[config.mk]
export PLATFORM = sky130hd
export DESIGN_NAME = anc_sample_aligner_flat
export DESIGN_NICKNAME = d
export VERILOG_FILES = /design/src/rtl/anc_sample_aligner_if.sv /design/src/rtl/anc_sample_aligner.sv /design/src/flat_wrapper.sv
export SDC_FILE = /design/constraint.sdc
export NUM_CORES = 1
export LEC_CHECK = 0
export CAP_MARGIN = 5
export CORE_ASPECT_RATIO = 1.1
export CORE_MARGIN = 4
export CORE_UTILIZATION = 56
export DETAILED_ROUTE_END_ITERATION = 6
export GPL_TIMING_DRIVEN = 0
export PLACE_DENSITY_LB_ADDON = 0.12
export SYNTH_ARGS = -nofsm -noshare
export SYNTH_HDL_FRONTEND = slang
export SYNTH_SLANG_ARGS = --single-unit
[constraint.sdc]
create_clock -name clk -period 14.21 [get_ports clk]
set_input_delay 2.842 -clock clk [delete_from_list [all_inputs] [get_ports clk]]
set_output_delay 2.842 -clock clk [all_outputs]
set_load 0.005 [all_outputs]
[src/rtl/anc_sample_aligner_if.sv]
// Sample-stream and aligned-frame bundle for anc_sample_aligner.
// The master side produces the three strobed sample streams and the downstream
// ready. The slave side (the aligner) returns the aligned frame.
interface anc_sample_aligner_if #(
  parameter int DW = 16
);
  logic          e_stb;
  logic [DW-1:0] e_smp;
  logic          x_stb;
  logic [DW-1:0] x_smp;
  logic          a_stb;
  logic [DW-1:0] a_smp;
  logic          ctrl_ready;
  logic          frame_valid;
  logic [DW-1:0] e_out;
  logic [DW-1:0] x_out;
  logic [DW-1:0] a_out;

  modport master (
    output e_stb, e_smp, x_stb, x_smp, a_stb, a_smp, ctrl_ready,
    input  frame_valid, e_out, x_out, a_out
  );

  modport slave (
    input  e_stb, e_smp, x_stb, x_smp, a_stb, a_smp, ctrl_ready,
    output frame_valid, e_out, x_out, a_out
  );
endinterface

[src/rtl/anc_sample_aligner.sv]
// Collects one sample from each of the error, reference and desired channels
// into a frame. Complete frames are queued in a small FIFO that feeds the
// controller through a valid/ready handshake. Overruns and dropped frames are
// reported through sticky flags and a saturating counter.
module anc_sample_aligner #(
  parameter int DW    = 16,
  parameter int DEPTH = 2      // 2 or 4
) (
  input  logic                   clk,
  input  logic                   rst,
  input  logic                   en,
  input  logic                   clr_err,
  anc_sample_aligner_if.slave    bus,
  output logic [2:0]             ovr_err,
  output logic [7:0]             drop_cnt,
  output logic [2:0]             fifo_level
);
  // Pointer width. DEPTH is a power of two, so natural overflow of the
  // pointers gives the modulo-DEPTH wrap.
  localparam int PW = (DEPTH > 2) ? 2 : 1;

  logic [2:0]      stb;
  logic [DW-1:0]   smp [3];
  logic [DW-1:0]   cap_reg [3];
  logic [2:0]      mask_reg, mask_next, avail, load, ovr_evt;
  logic [2:0]      ovr_reg, ovr_next;
  logic [7:0]      drop_reg, drop_next;
  logic [2:0]      level_reg, level_next;
  logic [PW-1:0]   wr_ptr_reg, rd_ptr_reg;
  logic [3*DW-1:0] mem [DEPTH];
  logic [3*DW-1:0] head;
  logic            push_req, pop, full, do_write, do_drop, frame_valid;

  // Channel index 0 = e, 1 = x, 2 = a. This matches the ovr_err bit order.
  assign stb    = {bus.a_stb, bus.x_stb, bus.e_stb};
  assign smp[0] = bus.e_smp;
  assign smp[1] = bus.x_smp;
  assign smp[2] = bus.a_smp;

  assign push_req    = (mask_reg == 3'b111);
  assign frame_valid = (level_reg != 3'd0);
  assign full        = (level_reg == 3'(DEPTH));
  assign pop         = frame_valid && bus.ctrl_ready;
  assign do_write    = push_req && (!full || pop);
  assign do_drop     = push_req && full && !pop;

  // Decide per channel whether a strobe captures or overruns. On a push edge
  // the frame slot is already free, so those strobes start the next frame.
  always_comb begin
    avail     = push_req ? 3'b000 : mask_reg;
    load      = 3'b000;
    ovr_evt   = 3'b000;
    mask_next = 3'b000;
    if (en) begin
      load      = stb & ~avail;
      ovr_evt   = stb & avail;
      mask_next = avail | stb;
    end
  end

  // Error bookkeeping: clear first, so an event on the same edge still lands.
  always_comb begin
    ovr_next  = (clr_err ? 3'b000 : ovr_reg) | ovr_evt;
    drop_next = clr_err ? 8'd0 : drop_reg;
    if (do_drop && drop_next != 8'hFF) begin
      drop_next = drop_next + 8'd1;
    end
    level_next = level_reg + {2'b00, do_write} - {2'b00, pop};
  end

  // Per-channel capture registers. A sample is loaded only into a free slot.
  generate
    for (genvar gi = 0; gi < 3; gi++) begin : g_cap
      always_ff @(posedge clk) begin
        if (rst) begin
          cap_reg[gi] <= '0;
        end else if (load[gi]) begin
          cap_reg[gi] <= smp[gi];
        end
      end
    end
  endgenerate

  // Mask, error, occupancy and pointer state.
  always_ff @(posedge clk) begin
    if (rst) begin
      mask_reg   <= 3'b000;
      ovr_reg    <= 3'b000;
      drop_reg   <= 8'd0;
      level_reg  <= 3'd0;
      wr_ptr_reg <= '0;
      rd_ptr_reg <= '0;
    end else begin
      mask_reg  <= mask_next;
      ovr_reg   <= ovr_next;
      drop_reg  <= drop_next;
      level_reg <= level_next;
      if (do_write) wr_ptr_reg <= wr_ptr_reg + 1'b1;
      if (pop)      rd_ptr_reg <= rd_ptr_reg + 1'b1;
    end
  end

  // Frame storage. This needs no reset because the outputs are gated by
  // occupancy.
  always_ff @(posedge clk) begin
    if (do_write) begin
      mem[wr_ptr_reg] <= {cap_reg[2], cap_reg[1], cap_reg[0]};
    end
  end

  assign head            = mem[rd_ptr_reg];
  assign bus.frame_valid = frame_valid;
  assign bus.e_out       = frame_valid ? head[DW-1:0]      : '0;
  assign bus.x_out       = frame_valid ? head[2*DW-1:DW]   : '0;
  assign bus.a_out       = frame_valid ? head[3*DW-1:2*DW] : '0;
  assign ovr_err         = ovr_reg;
  assign drop_cnt        = drop_reg;
  assign fifo_level      = level_reg;
endmodule
[src/flat_wrapper.sv]
// flat-port wrapper written by rule: the top's interface ports become plain ports
module anc_sample_aligner_flat 
#(
  parameter int DW    = 16,
  parameter int DEPTH = 2               
)
  (clk, rst, en, clr_err, ovr_err, drop_cnt, fifo_level, bus_e_stb, bus_e_smp, bus_x_stb, bus_x_smp, bus_a_stb, bus_a_smp, bus_ctrl_ready, bus_frame_valid, bus_e_out, bus_x_out, bus_a_out);
  anc_sample_aligner_if #(.DW(DW)) bus_i ();
  input  logic clk;
  input  logic rst;
  input  logic en;
  input  logic clr_err;
  output logic [2:0] ovr_err;
  output logic [7:0] drop_cnt;
  output logic [2:0] fifo_level;
  input wire logic [$bits(bus_i.e_stb)-1:0] bus_e_stb;
  input wire logic [$bits(bus_i.e_smp)-1:0] bus_e_smp;
  input wire logic [$bits(bus_i.x_stb)-1:0] bus_x_stb;
  input wire logic [$bits(bus_i.x_smp)-1:0] bus_x_smp;
  input wire logic [$bits(bus_i.a_stb)-1:0] bus_a_stb;
  input wire logic [$bits(bus_i.a_smp)-1:0] bus_a_smp;
  input wire logic [$bits(bus_i.ctrl_ready)-1:0] bus_ctrl_ready;
  output wire logic [$bits(bus_i.frame_valid)-1:0] bus_frame_valid;
  output wire logic [$bits(bus_i.e_out)-1:0] bus_e_out;
  output wire logic [$bits(bus_i.x_out)-1:0] bus_x_out;
  output wire logic [$bits(bus_i.a_out)-1:0] bus_a_out;
  assign bus_i.e_stb = bus_e_stb;
  assign bus_i.e_smp = bus_e_smp;
  assign bus_i.x_stb = bus_x_stb;
  assign bus_i.x_smp = bus_x_smp;
  assign bus_i.a_stb = bus_a_stb;
  assign bus_i.a_smp = bus_a_smp;
  assign bus_i.ctrl_ready = bus_ctrl_ready;
  assign bus_frame_valid = bus_i.frame_valid;
  assign bus_e_out = bus_i.e_out;
  assign bus_x_out = bus_i.x_out;
  assign bus_a_out = bus_i.a_out;
  anc_sample_aligner #(.DW(DW), .DEPTH(DEPTH)) u_core (.clk(clk), .rst(rst), .en(en), .clr_err(clr_err), .bus(bus_i), .ovr_err(ovr_err), .drop_cnt(drop_cnt), .fifo_level(fifo_level));
endmodule
* Word-level counts from Yosys, hierarchy flattened
Memories as Yosys holds them, arrays and structs flattened. A register that Yosys moved wholly into a read port is not among the register bits.
Cells that the tools add are included.
Widths: inputs -> output; s select.
** Word-level totals
- Bits in registers :: 19
- RAM bits :: 144
- Output and inout bits :: 63
- Memories :: 2
** Operators by class
- Add/sub/neg operators :: 5
- Equality and inequality tests :: 3
- Muxes and demuxes :: 27
- Bitwise gates (word level) :: 9
- Reduce and logical (&&, ||, !) cells :: 10
** Memories
- u_core.mem :: depth 2, bits a word 48, rd ports 1, clocked after Yosys merged registers in 1, wr ports 1, RTL line anc_sample_aligner.sv:30 : logic [3*DW-1:0] mem [DEPTH];
- u_core.cap_reg :: depth 3, bits a word 16, rd ports 3, clocked after Yosys merged registers in 0, wr ports 3, RTL line anc_sample_aligner.sv:24 : logic [DW-1:0] cap_reg [3];
** Operators with widths (count)
- $mux 16 :: 6
- $mux 8 :: 2
- $mux 1 :: 15
- $mux 3 :: 4
- $add 8x1->8 const B :: 1
- $ne 8x8->1 const B :: 1
- $and 3x3->3 :: 2
- $or 3x3->3 :: 2
- $logic_and 1x1->1 :: 5
- $add 3x1->3 :: 1
- $eq 3x2->1 const B :: 1
- $eq 3x3->1 const B :: 1
- $not 3->3 :: 1
- $or 1x1->1 :: 3
- $reduce_bool 3->1 :: 1
- $sub 3x1->3 :: 1
- $add 1x1->1 const B :: 2
- $logic_not 1->1 :: 2
- $reduce_or 2->1 :: 1
- $logic_or 1x1->1 :: 1
- $not 1->1 :: 1

* Depth between registers and ports, before layout
- Depth after elaboration :: 9
- Depth in mapped cells :: 9
- Mapped depth without buffers :: 9

* Least setup slack after synthesis
No wires, ideal clock.
- Kind :: input -> register
- From :: input port bus_ctrl_ready
- To :: memory u_core.mem[0][0] in the netlist's numbering (enable)
- Setup time :: 0.513 ns
- Arrival :: 6.213 ns
- Required time :: 13.697 ns
- Path slack :: 7.484 ns
- Stages :: 2
- Buffers on the path :: 0
- Cells stage by stage :: nor4b_4 > nor3_1
** On the way
- Word-level cells in the longest chain between the ends :: 5
** Ends and longest elaborated chain
- start, declared :: RTL line flat_wrapper.sv:22 : input wire logic [$bits(bus_i.ctrl_ready)-1:0] bus_ctrl_ready;
- $logic_and 1x1->1 :: RTL line anc_sample_aligner.sv:43 : assign pop = frame_valid && bus.ctrl_ready;
- $logic_or 1x1->1 :: RTL line anc_sample_aligner.sv:44 : assign do_write = push_req && (!full || pop);
- $logic_and 1x1->1 :: RTL line anc_sample_aligner.sv:44
- $mux 1 :: RTL line anc_sample_aligner.sv:106 : if (do_write) begin
- $mux 1 (implied by the code) :: RTL line anc_sample_aligner.sv:107 : mem[wr_ptr_reg] <= {cap_reg[2], cap_reg[1], cap_reg[0]};
- end, declared :: RTL line anc_sample_aligner.sv:30
Every way passes these cells.

* Final worst setup path
- From :: register u_core.level_reg[0], in the netlist u_core.fifo_level[0]
- To :: output port bus_e_out[13]
** On the way
- Word-level cells in the longest chain between the ends :: 2
** Ends and longest elaborated chain
- start, declared :: RTL line anc_sample_aligner.sv:28 : logic [2:0] level_reg, level_next;
- start signal, assigned :: RTL line anc_sample_aligner.sv:97 : level_reg <= level_next;
- $reduce_bool 3->1 :: RTL line anc_sample_aligner.sv:41 : assign frame_valid = (level_reg != 3'd0);
- $mux 16 :: RTL line anc_sample_aligner.sv:113 : assign bus.e_out = frame_valid ? head[DW-1:0] : '0;
- end, declared :: RTL line flat_wrapper.sv:24 : output wire logic [$bits(bus_i.e_out)-1:0] bus_e_out;
Every way passes these cells.

==> metrics.txt <==
# TYPE chip_impl_metric gauge
chip_impl_metric{name="drive_gt1_share",unit="%"} 8.85
chip_impl_metric{name="crit_path_max_incr_delay",unit="ns"} 0.51
chip_impl_metric{name="grt_overflow",unit=""} 0
chip_impl_metric{name="clock_sink_count",unit=""} 164
chip_impl_metric{name="core_area",unit="um^2"} 11000
chip_impl_metric{name="global_route_wire_length_before_repair",unit="um"} 19500
chip_impl_metric{name="post_cts_resized",unit=""} 0
chip_impl_metric{name="synth_nets",unit=""} 480
chip_impl_metric{name="area.sequential",unit="um^2"} 4720
chip_impl_metric{name="grt_pass1_vias",unit=""} 3995
chip_impl_metric{name="dp.final_hpwl",unit="um"} 8380
chip_impl_metric{name="route.detailed.drc",unit=""} 0
chip_impl_metric{name="insertion_delay",unit="ns"} 0.41
chip_impl_metric{name="synth.cell_area",unit="um^2"} 6370
chip_impl_metric{name="grt_max_degree",unit=""} 37
chip_impl_info{name="cts_tree",value="built"} 1
chip_impl_metric{name="num-fill-cells",unit=""} 704
chip_impl_metric{name="nets",unit=""} 623
chip_impl_metric{name="cts_buffers",unit=""} 17
chip_impl_info{name="most_common_cell_after_layout_fill_and_taps_aside",value="edfxtp_1"} 1
chip_impl_metric{name="power.density",unit="nW/um^2"} 161
chip_impl_metric{name="port-buffer-count",unit=""} 118
chip_impl_metric{name="initial_utilization",unit="%"} 57.8
chip_impl_metric{name="cts.path.max_buffers",unit=""} 2
chip_impl_info{name="crit_path_start_kind",value="flip-flop"} 1
chip_impl_info{name="critical-path-slowest-cell",value="nor3_1"} 1
chip_impl_metric{name="seq_area_frac_synth",unit="%"} 74.2
chip_impl_metric{name="fp.dieH",unit="um"} 120
chip_impl_metric{name="slew_headroom",unit="%"} 34.8
chip_impl_metric{name="num_io_pins",unit=""} 119
chip_impl_metric{name="finalWirelength",unit="um"} 12100
chip_impl_info{name="clock-root-buffer",value="clkbuf_16"} 1
chip_impl_metric{name="finalSetupViolations",unit=""} 0
chip_impl_metric{name="vdd.ir_drop.worst",unit="V"} 0.0000895
chip_impl_metric{name="synth_cells",unit=""} 421
chip_impl_metric{name="detailedRoute.firstIterationViolations",unit=""} 157
chip_impl_metric{name="path_max_fanout",unit=""} 10
chip_impl_info{name="critical_path_class",value="reg -> out"} 1
chip_impl_info{name="cp_top_family",value="buffers and inverters"} 1
chip_impl_metric{name="grt.total_usage",unit="%"} 19.8
chip_impl_metric{name="cts_setup_buffers",unit=""} 0
chip_impl_metric{name="worstPathArrival",unit="ns"} 2.72
chip_impl_metric{name="synth-warning-count",unit=""} 0
chip_impl_metric{name="reg2reg_setup_slack",unit="ns"} 11.77
chip_impl_metric{name="largest_register_ff_count",unit=""} 96
chip_impl_metric{name="insertedDiodeCount",unit=""} 0
chip_impl_metric{name="drt-vias-per-instance",unit=""} 5.21
chip_impl_info{name="most-common-layout-cells",value="144 x edfxtp_1, 118 x clkdlybuf4s50_1, 62 x nor2_1"} 1
chip_impl_metric{name="die_width",unit="um"} 110
chip_impl_metric{name="power_leakage",unit="nW"} 2.93
chip_impl_info{name="rsz0062_at_grt",value="false"} 1
chip_impl_metric{name="synth_cell_types",unit=""} 40
chip_impl_metric{name="vias",unit=""} 3766
chip_impl_metric{name="finish.utilization",unit="%"} 76.8
chip_impl_info{name="cp_cell_sequence",value="nor3_1 > clkbuf_1 > buf_1 > nor2_1 > clkdlybuf4s50_1"} 1
chip_impl_info{name="worst_hold_path_type",value="reg -> reg"} 1
chip_impl_metric{name="holdBufCountCts",unit=""} 0
chip_impl_metric{name="initial_antenna_violation_count",unit=""} 0
chip_impl_metric{name="required",unit="ns"} 11.37
chip_impl_metric{name="final_min_period_over_clock_period",unit="%"} 39.2
chip_impl_metric{name="period_minus_slack",unit="ns"} 5.56
chip_impl_info{name="status",value="complete, no violations"} 1
chip_impl_metric{name="timing.final.hold_violations",unit=""} 0
chip_impl_metric{name="multi_input_combinational_cell_area",unit="um^2"} 1560
chip_impl_metric{name="synth.ff_latch_count",unit=""} 164
chip_impl_metric{name="area_growth_syn_to_layout",unit="%"} 32.8
chip_impl_info{name="worst_setup_path_end_kind",value="primary output"} 1
chip_impl_metric{name="max_freq",unit="GHz"} 0.180
chip_impl_metric{name="timing_max_transition_violations_final",unit=""} 0
chip_impl_metric{name="transition_time_of_the_tightest_slew_check_pin",unit="ns"} 0.972
chip_impl_metric{name="clk_pin_slew_worst_paths",unit="ns"} 0.06
chip_impl_metric{name="drt-wirelength-per-cell",unit="um"} 16.8
chip_impl_metric{name="max-cap-violations",unit=""} 0
chip_impl_metric{name="finClkSkew",unit="ns"} 0.00937
chip_impl_metric{name="routabilityCongestion",unit=""} 0.803
chip_impl_metric{name="syn_area_per_cell",unit="um^2"} 15.1
chip_impl_metric{name="num_rows",unit=""} 40
chip_impl_metric{name="cts_htree_levels",unit=""} 4
chip_impl_metric{name="drt.antenna.violating_nets",unit=""} 0
chip_impl_metric{name="drt_pass1_iterations",unit=""} 4
chip_impl_metric{name="dieArea",unit="um^2"} 13100
chip_impl_metric{name="worst-path-buf-inv",unit=""} 3
chip_impl_metric{name="setup-tns-final",unit="ns"} 0
[cells in the mapped netlist, drive strengths merged]
cell | n | area share [%]
o21bai | 3 | 0.35
nor3b | 2 | 0.24
xnor2 | 3 | 0.41
nand3 | 6 | 0.47
mux2 | 1 | 0.18
or2 | 1 | 0.098
fa | 1 | 0.31
nand2b | 1 | 0.098
xor2 | 1 | 0.14
a32oi | 4 | 0.55
and3 | 2 | 0.22
nand2 | 7 | 0.45
clkbuf | 12 | 0.71
and4 | 2 | 0.28
nand4 | 1 | 0.098
nor2 | 62 | 3.7
mux2i | 48 | 7.5
inv | 4 | 0.24
o21ai | 3 | 0.24
nor4b | 1 | 0.37
dfxtp | 20 | 6.3
and2 | 50 | 4.9
o31ai | 4 | 0.47
a21oi | 8 | 0.63
nor2b | 5 | 0.49
or4 | 3 | 0.35
edfxtp | 144 | 68
a21boi | 3 | 0.35
a211oi | 1 | 0.12
buf | 6 | 0.53
nand3b | 1 | 0.12
ha | 2 | 0.39
or3 | 3 | 0.31
nor3 | 6 | 0.47
[cell type report]
type	count	area share [%]
well taps	147	2.17
clock inverters	13	2.45
repair buffers	124	14.9
multi-input cells	235	18.5
flip-flops and latches	164	55.8
plain buffers	18	0.932
inverters	4	0.177
clock buffers	18	5.07
[path summary, 6_finish.rpt]
kind,from,to,depth (start not counted)
min,u_core.cap_reg[1][14]$_SDFFCE_PN0P_,u_core.mem[1][30]$_DFFE_PP_,0
max reg2reg,u_core.fifo_level[0]$_SDFF_PP0_,u_core.fifo_level[2]$_SDFF_PP0_,9
max,u_core.fifo_level[0]$_SDFF_PP0_,bus_e_out[13],5
min reg2reg,u_core.cap_reg[1][14]$_SDFFCE_PN0P_,u_core.mem[1][30]$_DFFE_PP_,0
[report_power, final]
part | leakage (nW) | internal, W | switching (W)
combinational | 1.07 | 0.000182 | 0.000146
sequential | 1.54 | 0.000541 | 0.0000106
clock | 0.310 | 0.000311 | 0.000175
[through the flow]
step | instance area [um^2] | power [W] | hold WS [ns] | worst slack (ns) | cells
6_report | 8460 | 0.00137 | 0.445 | 8.65 | 723
5_1_grt | 8460 | 0.00143 | 0.455 | 8.38 | 723
4_1_cts | 8460 | 0.00138 | 0.444 | 8.56 | 723
3_5_place_dp | 7820 | 0.000893 | 0.431 | 9.02 | 692
3_3_place_gp | 7730 | 0.000885 | 0.422 | 5.01 | 686
2_1_floorplan | 6370 | 0.000708 | 0.421 | 7.48 | 421
[kinds of logic (layout without fill, tap and decap cells)]
kind of cell	Yosys count	in the layout	share of synthesized area (%)
muxes	49	49	7.72
AOI/OAI and AO/OA	26	26	2.71
DFF	164	164	74.2
xor gates and xnor gates	4	4	0.550
adders and majority gates	3	3	0.707
buffers and inverters	22	177	1.47
and+or+nand+nor	153	153	12.7
[worst reg2reg max path: cells and delay by family (launching register included)]
family | cells | cell delay (ns)
AND/OR/NAND/NOR | 3 | 0.73
adder cells (fa/ha/maj) | 2 | 0.62
flip-flops | 1 | 0.37
XOR/XNOR | 2 | 0.34
buffers and inverters | 1 | 0.15
AO/OA/AOI/OAI | 1 | 0.11
[metal layers]
metal	share of wire, %	vias to the layer above	global-route usage (%)
met4	1.4	0	6.47
met1	40	1815	23.6
li1	-	1822	-
met3	4.2	18	4.46
met5	0	-	0
met2	54	111	35.0
Note: power is estimated with default switching activity, not from simulation.
